**src/rtl/rv_pkg.sv**
```systemverilog
// Shared rvcpu definitions: datapath widths, reset PC and the {pc, instr} packet
// passed from fetch to decode.
package rv_pkg;
    localparam int XLEN = 32;
    localparam int ILEN = 32;
    localparam logic [XLEN-1:0] RESET_PC = 32'h0000_0000;
    localparam logic [ILEN-1:0] NOP      = 32'h0000_0013;

    typedef struct packed {
        logic [XLEN-1:0] pc;
        logic [ILEN-1:0] instr;
    } fetch_pkt_t;
endpackage

```
**src/rtl/rv_fetch_skid.sv**
```systemverilog
// One-entry {pc, instr} holding register used by fetch to park a ROM word while decode stalls.
// Priority: flush, then load, then release.
module rv_fetch_skid
    import rv_pkg::*;
(
    input  logic            clk,
    input  logic            rst_n,
    input  logic            i_load,
    input  logic            i_release,
    input  logic            i_flush,
    input  logic [XLEN-1:0] i_pc,
    input  logic [ILEN-1:0] i_instr,
    output logic            o_valid,
    output logic [XLEN-1:0] o_pc,
    output logic [ILEN-1:0] o_instr
);
    fetch_pkt_t r_pkt;
    logic       r_valid;

    always_ff @(posedge clk or negedge rst_n) begin
        if (!rst_n) begin
            r_valid <= 1'b0;
            r_pkt   <= '{pc: RESET_PC, instr: NOP};
        end else if (i_flush) begin
            r_valid <= 1'b0;
        end else if (i_load) begin
            r_valid <= 1'b1;
            r_pkt   <= '{pc: i_pc, instr: i_instr};
        end else if (i_release) begin
            r_valid <= 1'b0;
        end
    end

    assign o_valid = r_valid;
    assign o_pc    = r_pkt.pc;
    assign o_instr = r_pkt.instr;
endmodule

```
**src/rtl/rv_fetch.sv**
```systemverilog
// Instruction fetch: owns the PC, drives the sync ROM one word per cycle, hides its 1-cycle
// latency with a skid entry, and hands {pc, instr} to decode under valid/ready.
module rv_fetch #(
    parameter logic [31:0] RESET_PC = 32'h0000_0000,
    parameter int          ADDR_W   = 14
) (
    input  logic        clk,
    input  logic        rst_n,
    output logic [31:0] imem_addr,
    input  logic [31:0] imem_q,
    output logic        out_valid,
    input  logic        out_ready,
    output logic [31:0] out_pc,
    output logic [31:0] out_instr,
    input  logic        redirect_valid,
    input  logic [31:0] redirect_pc,
    input  logic        halt_req,
    output logic        misalign_err
);
    import rv_pkg::*;

    // Handshake: a word moves to decode in any cycle with out_valid & out_ready; while
    // out_valid is high and out_ready low, out_pc/out_instr hold unchanged.
    logic        r_inflight;
    logic [31:0] r_pc;
    logic [31:0] r_inflight_pc;
    logic        r_misalign;

    logic        w_stall;
    logic        w_issue;
    logic        w_skid_valid;
    logic        w_skid_next;
    logic        w_skid_load;
    logic        w_skid_release;
    logic [31:0] w_skid_pc;
    logic [31:0] w_skid_instr;
    logic [31:0] w_pc_issue;

    assign w_stall        = out_valid & ~out_ready;
    assign w_skid_release = w_skid_valid & out_ready;
    // The ROM word parks when decode stalls on it, or slides in behind a skid word leaving now.
    assign w_skid_load    = r_inflight & ((w_skid_valid & out_ready) | (~w_skid_valid & w_stall));
    assign w_skid_next    = ~redirect_valid & (w_skid_load | (w_skid_valid & ~w_skid_release));
    assign w_issue        = redirect_valid | (~halt_req & ~w_stall & ~w_skid_next);

    assign w_pc_issue = redirect_valid ? {redirect_pc[31:2], 2'b00} : r_pc;
    // Upper word-address bits alias within the ROM but are passed through untouched.
    assign imem_addr  = {2'b00, w_pc_issue[31:ADDR_W+2], w_pc_issue[ADDR_W+1:2]};

    assign out_valid    = ~redirect_valid & (w_skid_valid | r_inflight);
    assign out_pc       = w_skid_valid ? w_skid_pc    : r_inflight_pc;
    assign out_instr    = w_skid_valid ? w_skid_instr : imem_q;
    assign misalign_err = r_misalign;

    always_ff @(posedge clk or negedge rst_n) begin
        if (!rst_n) begin
            r_pc          <= RESET_PC;
            r_inflight    <= 1'b0;
            r_inflight_pc <= RESET_PC;
            r_misalign    <= 1'b0;
        end else begin
            r_misalign <= redirect_valid & (redirect_pc[1:0] != 2'b00);
            if (w_issue) begin
                r_pc          <= w_pc_issue + 32'd4;
                r_inflight    <= 1'b1;
                r_inflight_pc <= w_pc_issue;
            end else begin
                r_inflight <= 1'b0;
            end
        end
    end

    rv_fetch_skid u_skid (
        .clk       (clk),
        .rst_n     (rst_n),
        .i_load    (w_skid_load),
        .i_release (w_skid_release),
        .i_flush   (redirect_valid),
        .i_pc      (r_inflight_pc),
        .i_instr   (imem_q),
        .o_valid   (w_skid_valid),
        .o_pc      (w_skid_pc),
        .o_instr   (w_skid_instr)
    );
endmodule
```
**config.mk**
```make
export PLATFORM = sky130hd
export DESIGN_NAME = rv_fetch
export DESIGN_NICKNAME = d
export VERILOG_FILES = /design/src/rtl/rv_pkg.sv /design/src/rtl/rv_fetch_skid.sv /design/src/rtl/rv_fetch.sv
export SDC_FILE = /design/constraint.sdc
export NUM_CORES = 1
export LEC_CHECK = 0
export ABC_AREA = 1
export ABC_CLOCK_PERIOD_IN_PS = 2300
export CAP_MARGIN = 15
export CELL_PAD_IN_SITES_DETAIL_PLACEMENT = 2
export CELL_PAD_IN_SITES_GLOBAL_PLACEMENT = 2
export CORE_ASPECT_RATIO = 0.8
export CORE_MARGIN = 4
export CORE_UTILIZATION = 27
export CTS_CLUSTER_SIZE = 10
export DETAILED_ROUTE_END_ITERATION = 6
export GPL_TIMING_DRIVEN = 1
export PLACE_DENSITY_LB_ADDON = 0.2
export RECOVER_POWER = 50
export SKIP_LAST_GASP = 1
export SYNTH_ARGS = -nofsm -noshare
export SYNTH_HDL_FRONTEND = slang
export SYNTH_HIERARCHICAL = 1
export SYNTH_SLANG_ARGS = --single-unit
```
**constraint.sdc**
```tcl
create_clock -name clk -period 2.3 [get_ports clk]
set_input_delay 0.46 -clock clk [delete_from_list [all_inputs] [get_ports clk]]
set_output_delay 0.46 -clock clk [all_outputs]
set_load 0.02 [all_outputs]
```
# Word level (Yosys, flattened, before mapping)
# Index checks and enable logic that the tools add are counted.
# Widths: inputs -> output; s select.
# classes
addsub	1
muxes	7
bitwise_logic	21
reduce_logical	3
# ops
cell	n
$mux 32	3
$add 32x3->32 const B	1
$and 1x1->1	10
$not 1->1	7
$mux 1	4
$or 1x1->1	4
$reduce_bool 3->1	1
$reduce_and 2->1	1
$reduce_bool 2->1	1
# word_totals
regBits	131
out_inout_bits	98
wordCells	39

# Logic depth before layout (Yosys ltp)
# Gate-level depths: netlist of the first run.
# logic_depth
word_depth	12
ltp_mapped	14

# By module
# The synthesis of the first run kept the hierarchy.
# modules_own_cells
mod	n_inst	cells_per_inst	area_per_inst_um2	seq_area_each_um2
rv_fetch	1	758	4609.4	1551.5
rv_fetch_skid	1	283	2591.2	1630.3

# Least setup slack after synthesis of the first run
# Ideal clock, no wire load.
# synth_timing
kind	input -> register
from	in redirect_valid
to	reg r_pc[16]
arrival_ns	1.979
path_slack_ns	0.204
stages	10
cell_sequence	buf_6 o21ai_1 ha_1 inv_1 nor2_1 nand2_2 nor2_4 nand3b_1 nand3_1 nand2_1
# synth_between
elab_cells_between_ends	15
classes_between	add/sub: 1; mux: 1; bitwise: 13
# synth_lines
item	line_no	text
start, declared	rv_fetch.sv:15	input logic redirect_valid,
$mux 32	rv_fetch.sv:46	assign w_pc_issue = redirect_valid ? {redirect_pc[31:2], 2'b00} : r_pc;
named net imem_addr[0]	rv_fetch.sv:9	output logic [31:0] imem_addr,
$add 32x3->32	rv_fetch.sv:64	r_pc <= w_pc_issue + 32'd4;
end signal, assigned	rv_fetch.sv:64	
end, declared	rv_fetch.sv:25	logic [31:0] r_pc;
# The timed path passes the listed nets, and every way through them passes these cells.
# A chain may end at the register's enable or synchronous reset.

# Worst setup path after layout of the first run
# layout_timing
from	in redirect_pc[5]
to	out imem_addr[3]
# layout_between
elab_chain_len	1
# layout_lines
item	line_no	text
start, declared	rv_fetch.sv:16	input logic [31:0] redirect_pc,
$mux 32	rv_fetch.sv:46	
end, declared	rv_fetch.sv:9	
# Every way passes these cells.

==> results of run 1 <==
-- layer usage --
| metal | GRT usage [%] | routed length, um | share of wire, % | vias to the layer above |
|---|---|---|---|---|
| met5 | 0 | 0 | 0 | - |
| met4 | 3.521 | 233 | 0.84 | 0 |
| met3 | 3.586 | 1064 | 3.8 | 14 |
| met2 | 32.50 | 13370 | 48 | 144 |
| met1 | 26.06 | 13210 | 47 | 3699 |
| li1 | - | - | - | 3655 |
-- critical path: cells and delay by family --
| family | cells | cell delay [ns] |
|---|---|---|
| buffers and inverters | 2 | 1.09 |
| and+or+nand+nor | 2 | 0.20 |
-- sequential cells by signal, indices dropped and copies added, names as in the netlist --
name	flops
r_inflight	1
u_skid/o_valid	1
u_skid/o_instr	32
u_skid/o_pc	32
misalign_err	1
r_inflight_pc	30
r_pc	30
-- through the flow --
step	instance area (um^2)	std cells	total power, W	util (%)	TNS [ns]
after global routing	10330	1636	0.01015	39.34	-0.04016
after CTS	10410	1636	0.009709	39.64	-2.483
after floorplan	7212	1044	0.005164	-	0
after detailed placement	9816	1603	0.006899	37.38	-0.6860
after global placement	9816	1603	0.006747	37.38	-0.3953
final	10330	1636	0.009458	39.34	0
-- power by group through the flow --
stage	sequential, W	combinational (W)	clock (W)
floorplan	0.00330	0.00186	0
global placement	0.00338	0.00337	0
detailed placement	0.00343	0.00347	0
CTS	0.00339	0.00336	0.00295
global route	0.00350	0.00359	0.00306
finish	0.00340	0.00320	0.00287
-- path summary, 6_finish.rpt --
path                                        start           endpoint  slack (ns)  cells after the start
worst min-delay path            u_skid/o_instr[1]  u_skid/o_instr[1]        0.47                      2
max in group asynchronous                   rst_n  r_inflight_pc[15]        0.30                      3
worst max register to register     u_skid/o_valid    u_skid/o_pc[11]        0.22                      9
min in group asynchronous                   rst_n  u_skid/o_instr[9]        0.76                      2
worst max-delay path               redirect_pc[5]       imem_addr[3]        0.08                      4
worst min register to register  u_skid/o_instr[1]  u_skid/o_instr[1]        0.47                      2
-- cell usage after synthesis --
| cell type | count | share of area, % |
|---|---|---|
| nand2_1 | 510 | 27 |
| dfrtp_1 | 124 | 43 |
| nand3_1 | 91 | 6.3 |
| inv_1 | 66 | 3.4 |
| o21ai_0 | 63 | 4.4 |
| nor2_1 | 47 | 2.5 |
| nand2_2 | 35 | 3.0 |
| buf_4 | 17 | 1.8 |
| clkbuf_1 | 17 | 0.89 |
| buf_2 | 15 | 1.0 |
| nor2_2 | 11 | 0.96 |
| a31oi_1 | 5 | 0.43 |
| nand2_4 | 5 | 0.78 |
| buf_6 | 4 | 0.63 |
| inv_2 | 4 | 0.21 |
| xor2_1 | 4 | 0.49 |
| dfstp_2 | 3 | 1.1 |
| nor2_4 | 3 | 0.47 |
| o21ai_1 | 3 | 0.21 |
| a211oi_1 | 1 | 0.10 |
| a21oi_2 | 1 | 0.12 |
| buf_1 | 1 | 0.052 |
| buf_12 | 1 | 0.28 |
| buf_8 | 1 | 0.21 |
| clkinv_4 | 1 | 0.12 |
| conb_1 | 1 | 0.052 |
| ha_1 | 1 | 0.17 |
| nand3b_1 | 1 | 0.10 |
| nand4_1 | 1 | 0.087 |
| o211ai_1 | 1 | 0.10 |
| o21a_1 | 1 | 0.10 |
| or2_2 | 1 | 0.087 |
| xnor2_1 | 1 | 0.12 |
-- logic make-up after synthesis --
kind of cell / synth area share (%)
simple gates: 40.89
buf+inv: 8.636
flops: 44.19
compound gates: 5.456
xor+xnor: 0.6081
fa+ha+maj: 0.1737
other cells: 0.05208
-- timing repair --
item	in CTS	in global routing
hold endpoints to repair	37	0
resized for setup	50	41
hold buffers	1	0
endpoints found under the setup margin	77	41
buffers inserted	0	0
-- layout by cell type, fill, tap and decap left out, types with 5 or more instances in the layout --
cell / Yosys / final
clkbuf_1: 17 / 13
dlygate4sd2_1: 0 / 43
inv_1: 66 / 67
dlymetal6s2s_1: 0 / 23
buf_12: 1 / 7
nand2_4: 5 / 5
buf_4: 17 / 75
nand2_1: 510 / 512
clkbuf_16: 0 / 17
nor2_2: 11 / 11
nor2_1: 47 / 47
nand3_1: 91 / 91
clkdlybuf4s50_1: 0 / 82
o21ai_0: 63 / 63
nand2_2: 35 / 33
dfrtp_1: 124 / 123
a31oi_1: 5 / 5
-- area by class of cell --
class	instances	area [um^2]	area share (%)
Sequential cell	127	3183	30.81
Clock inverter	11	156.4	1.514
Tap cell	357	446.7	4.324
Multi-Input combinational cell	790	3416	33.06
Clock buffer	21	460.4	4.457
Inverter	71	279.0	2.701
Timing Repair Buffer	259	2390	23.13
==> impl_metrics.toml, run 1 <==
[floorplan]
dieWidth_um = 190.6
die_area_mm2 = 0.02936
dieHeight_um = 154.1
start_util_pct = 27.42
io_pins = 167
core_mm2 = 0.02626
rows = 53

[clock_network]
cts_inserted_buffers = 17
cts_buffer_depth = 2
h-tree-depth = 4
cts_tree = "done"
cts.clk_slew.worst_paths_ns = 0.06
cts.sinks = 127
insertion_delay_ns = 0.42
cts_root_buf = "clkbuf_16"

[yosys]
ys_seq_elements = 127
syn_inst = 1041
synth_area_mm2 = 0.007201
syn_area_per_cell_um2 = 6.917
synth.distinct_cells = 33
yosys_warnings = 6
synth_seq_area_share_pct = 44.19

[run]
cap_violations = 0

[timing]
whs_ns = 0.4709
grt_setup_unrepaired = "yes"
period_needed_ns = 2.223
worst_pin_slew_ns = 1.086
fin_skew_ns = 0.01261
setup_violations = 0
setup_slack_ns = 0.07730
fmax_mhz = 449.9
hold_viol_final = 0
fin_crit_sh_pct = 96.64
relSlewSlack_pct = 27.58
slew_violations = 0

[global_routing]
grt_overflow = 0
grt_max_degree = 45
antenna_found_initial = 0
grt_pass1_vias = 8230
grt_pass1_wl_um = 45170
grt.total_usage_pct = 19.24

[critical_path]
crit_path_max_fanout = 4
crit_chain = "clkdlybuf4s50_1 > nand2_2 > nand2_2 > clkdlybuf4s50_1"
crit_slowest_cell = "clkdlybuf4s50_1"
critPathCaptureType = "primary output"
cp_slowest_stage_delay_ns = 0.62
critPathKind = "input pin to primary output"
required_ns = 1.84
cp.arrival_ns = 1.76
cp-start-kind = "input pin"

[power_and_ir_drop]
p_leak_nw = 5.452
pwr-share-comb_pct = 33.8
switchingPower_w = 0.003463
ir_drop_uv = 525.1
intPower_w = 0.005995
power_frac_clock_pct = 30.3
p_sw_share_pct = 36.62
power.share.sequential_pct = 35.9
power_density_mw_per_mm2 = 915.5

[routing]
routed_wirelength_um = 27880
via_per_inst = 4.592
vias = 7512
drcViolationCount = 0
wl_per_cell_um = 17.04
drtIter0Drc = 347
firstDrtPassIters = 4
antenna_left = 0

[finish]
layout.nets = 1336
diodes = 0
fillCellCount = 3139
drive_above_1_share_pct = 14.86
area_growth_pct = 43.48

[worst_hold_path]
hold_class = "register to register"

[placement]
hpwl_um = 20820
dp_slack_ns = -0.1195
gp_congestion = 0.8088
io_buffer_count = 164

[status]
status = "finished clean"
Note: power is estimated with default switching activity, not from simulation.
==> run 2: changes to the inputs <==
--- a/config.mk
+++ b/config.mk
@@ -15,7 +15,7 @@
 export CORE_UTILIZATION = 27
 export CTS_CLUSTER_SIZE = 10
 export DETAILED_ROUTE_END_ITERATION = 6
-export GPL_TIMING_DRIVEN = 1
+export GPL_TIMING_DRIVEN = 0
 export PLACE_DENSITY_LB_ADDON = 0.2
 export RECOVER_POWER = 50
 export SKIP_LAST_GASP = 1
==> run 2 against run 1 <==
Against the previous run: highest routed layer unchanged; via count down 0.52%; the run now ends with capacitance limit, slew limit left; sequential share of layout area grew 1.3 points; critical path type is now register to primary output; sequential cell count unchanged; worst hold slack got worse by 0.082 ns.
==> impl_metrics.toml, run 2 (same netlist as run 1, synthesis figures left out) <==
[finish]
final_cell_mix = "nand2_1 (510), dfrtp_1 (124), nand3_1 (91)"
drive_above_1_share_pct = 14.88
fillCellCount = 3161
area_growth_pct = 37.55
fin_util_pct = 37.72
final_common_cell = "nand2_1"
diodes = 0
layout.nets = 1300

[critical_path]
critPathKind = "register to primary output"
ff2ff_setup_slack_ns = 0.19
critPathCaptureType = "primary output"
cp-start-kind = "register"
r2r.worst_path.cells = 9
cp.arrival_ns = 1.77
r2r_start = "u_skid/o_valid"
required_ns = 1.84
crit_path_max_fanout = 10
r2r-end = "u_skid/o_pc[12]"

[worst_hold_path]
min_path_cells = 4
hold_class = "input pin to register"
min-delay-start = "redirect_valid"
worstHoldEndpoint = "u_skid/o_valid"

[global_routing]
grt_max_degree = 70
grt_overflow = 0
grt.total_usage_pct = 20.42
grt_pass1_wl_um = 47060
grt_pass1_vias = 8120
antenna_found_initial = 0

[floorplan]
dieHeight_um = 154.1
rows = 53
dieWidth_um = 190.6
start_util_pct = 27.42
die_area_mm2 = 0.02936
io_pins = 167
core_mm2 = 0.02626

[timing]
fin_crit_sh_pct = 96.95
setup_slack_ns = 0.07021
hold_viol_final = 0
period_needed_ns = 2.230
grt_setup_unrepaired = "yes"
setup_violations = 0
relSlewSlack_pct = -6.417
fmax_mhz = 448.5
slew_violations = 60
setup_tns_ns = 0
fin_skew_ns = 0.01280
whs_ns = 0.3892
worst_pin_slew_ns = 1.596

[routing]
drtIter0Drc = 318
wl_per_cell_um = 18.62
drcViolationCount = 0
firstDrtPassIters = 4
via_per_inst = 4.671
routed_wirelength_um = 29790
antenna_left = 0
vias = 7473

[power_and_ir_drop]
ir_drop_uv = 481.8
power_density_mw_per_mm2 = 935.9
p_leak_nw = 5.067

[placement]
io_buffer_count = 164
gp_congestion = 0.8603
hpwl_um = 21770
dp_slack_ns = -0.8507

[clock_network]
cts_inserted_buffers = 17
cts_buffer_depth = 2
cts_tree = "done"
h-tree-depth = 4
cts.clk_slew.worst_paths_ns = 0.06
insertion_delay_ns = 0.43
cts_root_buf = "clkbuf_16"
cts.sinks = 127

[run]
cap_violations = 1

[status]
status = "finished, violations left"
violations = "capacitance limit, slew limit"
-- run 2: changes by cell type in the layout (fill, tap and decap cells not counted), sizes merged, moves of 2 or more --
cell,before,now
dlymetal6s2s,23,4
buf,89,45
clkinv,4,7
clkbuf,40,47
clkdlybuf4s15,1,34
clkdlybuf4s50,82,66
inv,72,74
-- run 2: worst max path at each step --
stage	from	endpoint	slack [ns]	depth (start not counted)
finish	u_skid/o_valid	out_instr[22]	0.07	6
global route	u_skid/o_valid	out_instr[22]	-0.05	6
CTS	u_skid/o_valid	out_instr[22]	-0.06	6
detailed placement	redirect_valid	imem_addr[29]	-0.85	8
global placement	rst_n	r_inflight_pc[15]	-4.85	1
floorplan	redirect_valid	r_pc[16]	0.20	10
-- run 2: area by class of cell --
| cell class | count | area (um^2) | share of cell area [%] |
|---|---|---|---|
| plain buffers | 56 | 416.7 | 4.207 |
| clock buffers | 18 | 439.2 | 4.434 |
| clock inverters | 14 | 155.1 | 1.566 |
| inverters | 71 | 281.5 | 2.842 |
| multi-input cells | 790 | 3412 | 34.45 |
| flip-flops and latches | 127 | 3182 | 32.12 |
| well taps | 357 | 446.7 | 4.510 |
| repair buffers | 167 | 1572 | 15.87 |
-- run 2: metrics by stage --
stage,total power (W),instances,cell area (um^2)
floorplan,0.005164,1044,7212
CTS,0.009424,1600,9957
finish,0.009270,1600,9905
global placement,0.006563,1565,9300
detailed placement,0.006706,1566,9329
global route,0.009914,1600,9905
-- run 2: critical path: stages (launching register included) --
cell,delay (ns)
dfrtp_1,0.37
buf_6,0.17
clkbuf_8,0.19
buf_4,0.18
nand2_1,0.08
nand2_1,0.07
clkdlybuf4s15_1,0.30
-- run 2: power breakdown --
part / leakage [nW] / switching, W / internal (W) / total, W
combinational: 3.20 / 0.00201 / 0.00109 / 0.00309
sequential: 1.58 / 0.000409 / 0.00298 / 0.00339
clock: 0.288 / 0.00115 / 0.00164 / 0.00279
-- run 2: layer usage --
metal	track usage, %	part of all wire (%)	up-vias
met5	0	0	-
met4	4.137	0.93	0
met3	2.814	3.4	17
met2	34.98	48	146
met1	27.70	47	3720
li1	-	-	3590
-- run 2: timing repair --
item | CTS | global route
resized for setup | 188 | 41
endpoints found under the setup margin | 153 | 60
gates cloned | 1 | 0
buffers inserted | 1 | 0
hold buffers | 0 | 0
